==> src/rtl/mem_port_arbiter.sv <==
// mem_port_arbiter: shares one SRAM-like memory port between the instruction
// fetch and data requesters. Data wins over instruction. A request that is
// presented but not yet accepted is locked on the bus until addr_ok. Accepted
// transactions are queued in order so each data_ok returns to its issuer.
// Optional feature macro: MEM_ARB_FLUSH_EN (flush discards pending inst responses).
module mem_port_arbiter #(
  parameter int unsigned DEPTH = 4
) (
  input  logic        clk,
  input  logic        resetn,

  input  logic        inst_req,
  input  logic        inst_wr,
  input  logic [1:0]  inst_size,
  input  logic [31:0] inst_addr,
  input  logic [3:0]  inst_wstrb,
  input  logic [31:0] inst_wdata,
  output logic        inst_addr_ok,
  output logic        inst_data_ok,
  output logic [31:0] inst_rdata,

  input  logic        data_req,
  input  logic        data_wr,
  input  logic [1:0]  data_size,
  input  logic [31:0] data_addr,
  input  logic [3:0]  data_wstrb,
  input  logic [31:0] data_wdata,
  output logic        data_addr_ok,
  output logic        data_data_ok,
  output logic [31:0] data_rdata,

  input  logic        flush,

  output logic        req,
  output logic        wr,
  output logic [1:0]  size,
  output logic [31:0] addr,
  output logic [3:0]  wstrb,
  output logic [31:0] wdata,
  input  logic        addr_ok,
  input  logic        data_ok,
  input  logic [31:0] rdata
);

  localparam int unsigned AW = (DEPTH > 1) ? $clog2(DEPTH) : 1;

  typedef enum logic [1:0] {
    IDLE   = 2'd0,
    LOCK_I = 2'd1,
    LOCK_D = 2'd2
  } state_t;

  state_t state_q, state_d;

  logic [AW:0]      wptr_q, rptr_q;
  logic [DEPTH-1:0] id_q;
  logic [AW-1:0]    widx, ridx;
  logic             full, empty;
  logic             sel_i, sel_d;
  logic             req_int, accept, pop;
  logic             head_id, head_disc;

  assign widx  = wptr_q[AW-1:0];
  assign ridx  = rptr_q[AW-1:0];
  assign full  = (wptr_q[AW] != rptr_q[AW]) && (widx == ridx);
  assign empty = (wptr_q == rptr_q);

  // Select the requester that owns the bus this cycle.
  always_comb begin
    sel_i = 1'b0;
    sel_d = 1'b0;
    unique case (state_q)
      IDLE: begin
        if (!full) begin
          if (data_req)      sel_d = 1'b1;
          else if (inst_req) sel_i = 1'b1;
        end
      end
      LOCK_I: sel_i = 1'b1;
      LOCK_D: sel_d = 1'b1;
      default: ;
    endcase
  end

  // Drive the shared bus from the selected side; zeros when nobody is selected.
  always_comb begin
    wr    = 1'b0;
    size  = '0;
    addr  = '0;
    wstrb = '0;
    wdata = '0;
    if (sel_d) begin
      wr    = data_wr;
      size  = data_size;
      addr  = data_addr;
      wstrb = data_wstrb;
      wdata = data_wdata;
    end else if (sel_i) begin
      wr    = inst_wr;
      size  = inst_size;
      addr  = inst_addr;
      wstrb = inst_wstrb;
      wdata = inst_wdata;
    end
  end

  assign req_int      = ((sel_d & data_req) | (sel_i & inst_req)) & ~full & resetn;
  assign req          = req_int;
  assign accept       = req_int & addr_ok;
  assign data_addr_ok = accept & sel_d;
  assign inst_addr_ok = accept & sel_i;

  // Lock next-state: stay on a presented request until the slave takes it.
  always_comb begin
    state_d = state_q;
    unique case (state_q)
      IDLE: begin
        if (req_int && !addr_ok) state_d = sel_d ? LOCK_D : LOCK_I;
      end
      LOCK_I, LOCK_D: begin
        if (accept) state_d = IDLE;
      end
      default: state_d = IDLE;
    endcase
  end

  // Lock state and in-order transaction FIFO.
  always_ff @(posedge clk) begin
    if (!resetn) begin
      state_q <= IDLE;
      wptr_q  <= '0;
      rptr_q  <= '0;
      id_q    <= '0;
    end else begin
      state_q <= state_d;
      if (accept) begin
        id_q[widx] <= sel_d;
        wptr_q     <= wptr_q + 1'b1;
      end
      if (pop) rptr_q <= rptr_q + 1'b1;
    end
  end

`ifdef MEM_ARB_FLUSH_EN
  logic [DEPTH-1:0] disc_q;

  // Flush marks every queued inst entry as discarded; stale slots are harmless
  // since a push always rewrites its own discard bit.
  always_ff @(posedge clk) begin
    if (!resetn) begin
      disc_q <= '0;
    end else begin
      if (flush) begin
        for (int unsigned i = 0; i < DEPTH; i++) begin
          if (!id_q[i]) disc_q[i] <= 1'b1;
        end
      end
      if (accept) disc_q[widx] <= flush & ~sel_d;
    end
  end

  assign head_disc = disc_q[ridx];
`else
  logic unused_flush;
  assign unused_flush = flush;
  assign head_disc    = 1'b0;
`endif

  assign head_id      = id_q[ridx];
  assign pop          = data_ok & ~empty & resetn;
  assign data_data_ok = pop & head_id;
  assign inst_data_ok = pop & ~head_id & ~head_disc;
  assign inst_rdata   = rdata;
  assign data_rdata   = rdata;

endmodule

==> config.mk <==
export PLATFORM = sky130hd
export DESIGN_NAME = mem_port_arbiter
export DESIGN_NICKNAME = d
export VERILOG_FILES = /design/src/rtl/mem_port_arbiter.sv
export SDC_FILE = /design/constraint.sdc
export NUM_CORES = 1
export LEC_CHECK = 0
export CORE_AREA = 2 2 126 128
export DETAILED_ROUTE_END_ITERATION = 10
export DIE_AREA = 0 0 128 130
export DONT_BUFFER_PORTS = 1
export GPL_TIMING_DRIVEN = 0
export PLACE_DENSITY_LB_ADDON = 0.2
export REMOVE_ABC_BUFFERS = 1
export SLEW_MARGIN = 20
export SYNTH_ARGS = -nofsm -noshare
export SYNTH_HDL_FRONTEND = slang
export SYNTH_SLANG_ARGS = --single-unit
==> constraint.sdc <==
create_clock -name clk -period 2.2 [get_ports clk]
set_input_delay 0.11 -clock clk [delete_from_list [all_inputs] [get_ports clk]]
set_output_delay 0.11 -clock clk [all_outputs]
set_load 0.01 [all_outputs]
==> results.json, run 1 <==
{
  "status": "complete, but fails checks",
  "failed_checks": "setup timing",
  "clk_pin_slew_ns": 0.05,
  "grt_busiest_layer": "met1",
  "p_comb_share_pct": 67.9,
  "fin_skew_ns": 0.00526,
  "ioPinCount": 321,
  "fin_tns_setup_ns": -0.00862,
  "dp_hpwl_um": 7620,
  "cts-hold-fix-buffers": 0,
  "cts_root_buf": "clkbuf_16",
  "clk_path_buf_depth": 2,
  "finalHoldViolations": 0,
  "wl_per_cell_um": 28.5,
  "total_power_mw": 2.04,
  "p_leak_nw": 0.999,
  "crit_fanout": 6,
  "overflow": 0,
  "r2r_start": "state_q[0]$_SDFFE_PN0P_",
  "grt_antenna_before_repair": 0,
  "io_buffer_count": 0,
  "htree_levels": 1,
  "endpoint_kind": "primary output",
  "synthTopCellsByCount": "70 x a22o_1, 64 x buf_4, 12 x dfxtp_1",
  "rr_worst_depth": 7,
  "p_sw_mw": 0.829,
  "grt_pass1_vias": 1645,
  "syn2layout_area_growth_pct": 26.3,
  "dp.cells": 351,
  "synth-async-reset-ratio_pct": 0,
  "drt_iter0_markers": 79,
  "grt_max_degree": 37,
  "cap_violations": 0,
  "setup_viol": 2,
  "critPathKind": "register to primary output",
  "synthCells": 237,
  "ys_seq_elements": 12,
  "switching_share_pct": 40.7,
  "min_period_ns": 2.20,
  "gp_congestion": 0.691,
  "yosysSeqAreaShare_pct": 11.8,
  "ys.warnings.count": 0,
  "fmax_mhz": 454,
  "fill_cells": 1707,
  "cp.arrival_ns": 2.09,
  "clk_latency_ns": 0.25,
  "initial_core_util_pct": 13.2,
  "die_w_um": 128,
  "grt_use_met2_pct": 13.6,
  "drt_wl_total_um": 10700,
  "fin_ws_ns": -0.00474,
  "finalNetCount": 372,
  "drc": 0,
  "drv_slew": 0,
  "pwr-share-clk_pct": 19.0,
  "finalNonFillerCells": 374,
  "cts_tree": "done",
  "vias_per_cell": 4.82,
  "worstMarginPinSlew_ns": 0.579,
  "grt_use_met3_pct": 7.26,
  "cts_made_buffers": 3,
  "start_kind": "register",
  "ys_types": 38,
  "grt_pass1_wl_um": 12700,
  "synth_area_um2": 2040,
  "fin_crit_sh_pct": 100,
  "synth_edf_count": 0,
  "die_h_um": 130,
  "seq_power_share_pct": 13.0,
  "slowest_delay_ns": 0.34,
  "reg2reg_to": "wptr_q[2]$_SDFFE_PN0P_",
  "drive_above_1_share_pct": 55.5,
  "post_dp_cell_area_um2": 1720,
  "met1_usage_pct": 14.6,
  "syn-mean-instance-area_um2": 8.61,
  "rrSetupSlack_ns": 0.37,
  "crit_required_ns": 2.09,
  "core_region_area_um2": 15400,
  "slew_headroom_pct": 61.4,
  "clock-sinks": 12,
  "hp-class": "primary input to register",
  "synth_top_cell_area_share_pct": 30.1,
  "die_area_um2": 16600,
  "yosys-top-cells-area": "a22o_1 30%, buf_4 24%, dfxtp_1 12%",
  "p_per_area_nw_per_um2": 790,
  "synth_flop_cell": "dfxtp_1",
  "diodes": 0,
  "crit_path_start": "state_q[0]$_SDFFE_PN0P_",
  "min_from": "resetn",
  "grtUsageTotal_pct": 10.8,
  "post-synth-top-count-cell": "a22o_1",
  "crit_slowest_cell": "a221oi_4",
  "rows": 46,
  "yosysTopAreaCell": "a22o_1",
  "final_area_um2": 2580,
  "rsz0062_at_grt": "yes",
  "ant_nets": 0,
  "power.internal_mw": 1.21,
  "first_pass_iters": 4,
  "ir_drop_mv": 0.268,
  "worstSetupEndpoint": "addr[4]",
  "path_common_cell": "buf_12",
  "via_count": 1803,
  "crit_chain": "inv_2 -> ha_4 -> and2_4 -> a21bo_4 -> a221oi_4 -> buf_6 -> buf_12 -> buf_12 -> a22o_1"
}
-- kinds of logic (layout without fill, tap and decap cells) --
| kind of cell | after synthesis | count (layout) | share of synthesized area (%) |
|---|---|---|---|
| fa+ha+maj | 8 | 8 | 4.91 |
| mux | 3 | 3 | 2.27 |
| xor+xnor | 5 | 5 | 2.88 |
| compound gates | 99 | 100 | 41.9 |
| flops | 12 | 12 | 11.8 |
| buf+inv | 90 | 34 | 31.4 |
| simple gates | 20 | 20 | 4.85 |
-- flip-flops by register name, indices dropped and copies added, names as in the netlist --
name,flops
id_q,4
state_q,2
wptr_q,3
rptr_q,3
-- placed cells by master (no fill, tap or decap), types with 2 or more instances in the layout --
master	Yosys	routed
a22o_4	1	54
a31oi_1	6	6
o31ai_1	2	2
inv_2	1	2
buf_4	64	12
dfxtp_2	0	4
o22ai_1	2	2
xnor2_1	2	2
dfxtp_1	12	8
buf_12	0	5
buf_6	7	2
a21oi_1	3	3
inv_1	7	5
a22o_1	70	16
clkbuf_16	0	4
nor2_1	5	4
a21o_4	0	2
a211o_1	2	2
mux2i_1	2	2
a311oi_1	4	4
nand2_1	7	7
o211ai_1	2	2
ha_1	8	6
-- per-layer routing --
metal / vias to the layer above / wire [µm]
met1: 907 / 4520
li1: 736 / -
met3: 4 / 1480
met4: 0 / 58
met2: 156 / 4600
met5: - / 0
-- repair_timing --
item	4_1_cts	5_1_grt
hold endpoints to repair	0	0
gates resized for setup	49	35
cloned	4	1
setup buffers	16	0
pin swaps	8	8
setup endpoints to repair	71	64
-- worst min-delay path by stage --
stage / endpoint / slack [ns] / cells past startpoint
6_report: rptr_q[1]$_SDFFE_PN0P_ / 0.01 / 2
5_1_grt: wptr_q[1]$_SDFFE_PN0P_ / 0.03 / 2
4_1_cts: rptr_q[1]$_SDFFE_PN0P_ / 0.009 / 2
3_5_place_dp: inst_rdata[19] / 0.22 / 0
3_3_place_gp: inst_rdata[19] / 0.22 / 0
2_1_floorplan: data_rdata[0] / 0.22 / 0
-- power by group through the flow --
stage / Combinational, mW / Sequential [mW] / Clock [mW]
2_1_floorplan: 0.672 / 0.258 / 0
3_3_place_gp: 0.835 / 0.264 / 0
3_5_place_dp: 0.858 / 0.264 / 0
4_1_cts: 1.24 / 0.261 / 0.398
5_1_grt: 1.47 / 0.270 / 0.406
6_report: 1.38 / 0.265 / 0.388
-- critical path, delay by kind of cell (launching register included) --
family                   cells  cell delay [ns]
AO/OA/AOI/OAI                3             0.74
buffers and inverters        4             0.51
adder cells (fa/ha/maj)      1             0.14
flip-flops                   1             0.32
AND/OR/NAND/NOR              1             0.14
-- cell type report --
type | instances | area [µm²] | share of cell area (%)
multi-input combinational | 136 | 1700 | 66.0
sequential | 12 | 245 | 9.52
inverter | 9 | 36.3 | 1.41
clock buffer | 4 | 88.8 | 3.45
timing repair buffer | 21 | 265 | 10.3
tap | 192 | 240 | 9.32
-- through the flow --
stage                     setup WS [ns]  hold WS [ns]  util (%)
final                          -0.00474       0.00981      16.7
after global placement            -1.51         0.220      10.8
after detailed placement         -0.446         0.220      11.1
after global routing            -0.0887        0.0290      16.7
after CTS                       -0.0385       0.00931      15.0
after floorplan                  -0.718         0.220         -
Note: power is estimated with default switching activity, not from simulation.
==> run 2, diff against run 1 <==
--- a/config.mk
+++ b/config.mk
@@ -5,6 +5,8 @@
 export SDC_FILE = /design/constraint.sdc
 export NUM_CORES = 1
 export LEC_CHECK = 0
+export CELL_PAD_IN_SITES_DETAIL_PLACEMENT = 0
+export CELL_PAD_IN_SITES_GLOBAL_PLACEMENT = 1
 export CORE_AREA = 2 2 126 128
 export DETAILED_ROUTE_END_ITERATION = 10
 export DIE_AREA = 0 0 128 130
@@ -12,6 +14,7 @@
 export GPL_TIMING_DRIVEN = 0
 export PLACE_DENSITY_LB_ADDON = 0.2
 export REMOVE_ABC_BUFFERS = 1
+export SKIP_LAST_GASP = 1
 export SLEW_MARGIN = 20
 export SYNTH_ARGS = -nofsm -noshare
 export SYNTH_HDL_FRONTEND = slang
==> results.json, run 2 (synthesized netlist as in run 1, its figures left out) <==
{
  "clk_latency_ns": 0.24,
  "gp_congestion": 0.661,
  "rows": 46,
  "r2r_start": "state_q[0]$_SDFFE_PN0P_",
  "fmax_mhz": 462,
  "drt_wl_total_um": 10200,
  "cp.arrival_ns": 2.06,
  "initial_core_util_pct": 13.2,
  "cap_violations": 0,
  "fin_skew_ns": 0.00305,
  "final_common_cell": "a22o_4",
  "cts_made_buffers": 3,
  "crit_required_ns": 2.09,
  "core_region_area_um2": 15400,
  "dp_hpwl_um": 6980,
  "final_cell_mix": "48 x a22o_4, 23 x a22o_1, 14 x buf_4, 7 x dfxtp_1",
  "p_per_area_nw_per_um2": 787,
  "via_count": 1832,
  "ir_drop_mv": 0.211,
  "grt_pass1_vias": 1583,
  "rrSetupSlack_ns": 0.32,
  "fill_cells": 1712,
  "p_leak_nw": 0.998,
  "dp.cells": 351,
  "fin_crit_sh_pct": 98.5,
  "clk_path_buf_depth": 2,
  "cts_root_buf": "clkbuf_16",
  "critPathKind": "register to primary output",
  "drive_above_1_share_pct": 54.6,
  "ant_nets": 0,
  "rr_worst_depth": 7,
  "finalNetCount": 375,
  "io_buffer_count": 0,
  "wl_per_cell_um": 26.9,
  "min_from": "resetn",
  "vias_per_cell": 4.86,
  "die_area_um2": 16600,
  "slew_headroom_pct": 58.8,
  "finalHoldViolations": 0,
  "die_w_um": 128,
  "hp-class": "primary input to register",
  "ioPinCount": 321,
  "drv_slew": 0,
  "drc": 0,
  "setup_viol": 0,
  "cts_tree": "done",
  "reg2reg_to": "id_q[1]$_SDFFE_PN0P_",
  "largest_register": "id_q",
  "largest_reg_flops": 4,
  "crit_fanout": 6,
  "top_regs": "id_q: 4 flops, rptr_q: 3 flops, wptr_q: 3 flops",
  "grt_pass1_wl_um": 11500,
  "grt_antenna_before_repair": 0,
  "clk_pin_slew_ns": 0.05,
  "diodes": 0,
  "whs_path_depth": 2,
  "hold_path_end": "wptr_q[0]$_SDFFE_PN0P_",
  "min_period_ns": 2.17,
  "htree_levels": 1,
  "overflow": 0,
  "grt_max_degree": 73,
  "crit_path_start": "state_q[0]$_SDFFE_PN0P_",
  "rsz0062_at_grt": "yes",
  "grtUsageTotal_pct": 9.54,
  "die_h_um": 130,
  "worstMarginPinSlew_ns": 0.618,
  "endpoint_kind": "primary output",
  "clock-sinks": 12,
  "drt_iter0_markers": 99,
  "whs_ns": 0.0104,
  "first_pass_iters": 4,
  "finalNonFillerCells": 377,
  "start_kind": "register",
  "syn2layout_area_growth_pct": 26.1,
  "status": "finished, final reports clean"
}
## run 2: cell types whose count changed in the layout (fill, tap and decap cells not counted), sizes merged
cell    before  now
clkbuf       5    7
buf         20   21
## run 2: layer usage
metal  up-vias  track usage (%)  part of all wire [%]
li1        744                -                     -
met3         8             6.81                    14
met2       158             11.0                    41
met5         -             2.94                     0
met1       922             13.7                    44
met4         0             1.42                  0.48
## run 2: power breakdown
group	switching (mW)	internal [mW]	total (mW)	leakage, nW
combinational	0.691	0.689	1.38	0.854
sequential	0.0251	0.239	0.264	0.0997
clock	0.105	0.275	0.380	0.0442
## run 2: worst max-delay path by stage
stage               endpoint  slack [ns]  cells past startpoint
floorplan            addr[0]       -0.72                      6
global placement    wdata[6]       -1.38                      6
detailed placement   addr[8]       -0.36                      9
CTS                 wdata[6]       -0.05                      5
global route        wdata[0]       -0.04                      9
finish              wdata[0]        0.03                      9
## run 2: area by class of cell
| type | instances | area (µm²) | share of cell area (%) |
|---|---|---|---|
| multi-input cells | 136 | 1640 | 63.9 |
| inverters | 9 | 38.8 | 1.51 |
| clock buffers | 4 | 88.8 | 3.45 |
| flip-flops and latches | 12 | 246 | 9.59 |
| well taps | 192 | 240 | 9.34 |
| repair buffers | 24 | 313 | 12.2 |
## run 2: critical path: stages, from the launching register on
cell       delay [ns]
dfxtp_2          0.33
inv_4            0.07
ha_4             0.14
and2_4           0.15
a21bo_4          0.23
a221oi_4         0.26
buf_6            0.17
buf_4            0.13
clkbuf_16        0.13
a22o_1           0.19
## run 2: repair_timing
action | 4_1_cts | 5_1_grt
hold buffers | 0 | 0
setup endpoints to repair | 71 | 73
buffers inserted | 11 | 4
pin swaps | 8 | 7
resized for setup | 40 | 40
gates cloned | 4 | 4
## run 2: through the flow
stage | utilization [%] | setup slack [ns] | cell area, µm² | power (mW) | TNS, ns
after floorplan | - | -0.718 | 1430 | 0.929 | -50.96
after global placement | 10.8 | -1.38 | 1670 | 1.08 | -94.27
after detailed placement | 11.1 | -0.362 | 1710 | 1.10 | -9.85
after CTS | 14.3 | -0.0515 | 2200 | 1.79 | -0.320
after global routing | 16.7 | -0.0400 | 2570 | 2.13 | -0.915
final | 16.7 | 0.0340 | 2570 | 2.02 | 0
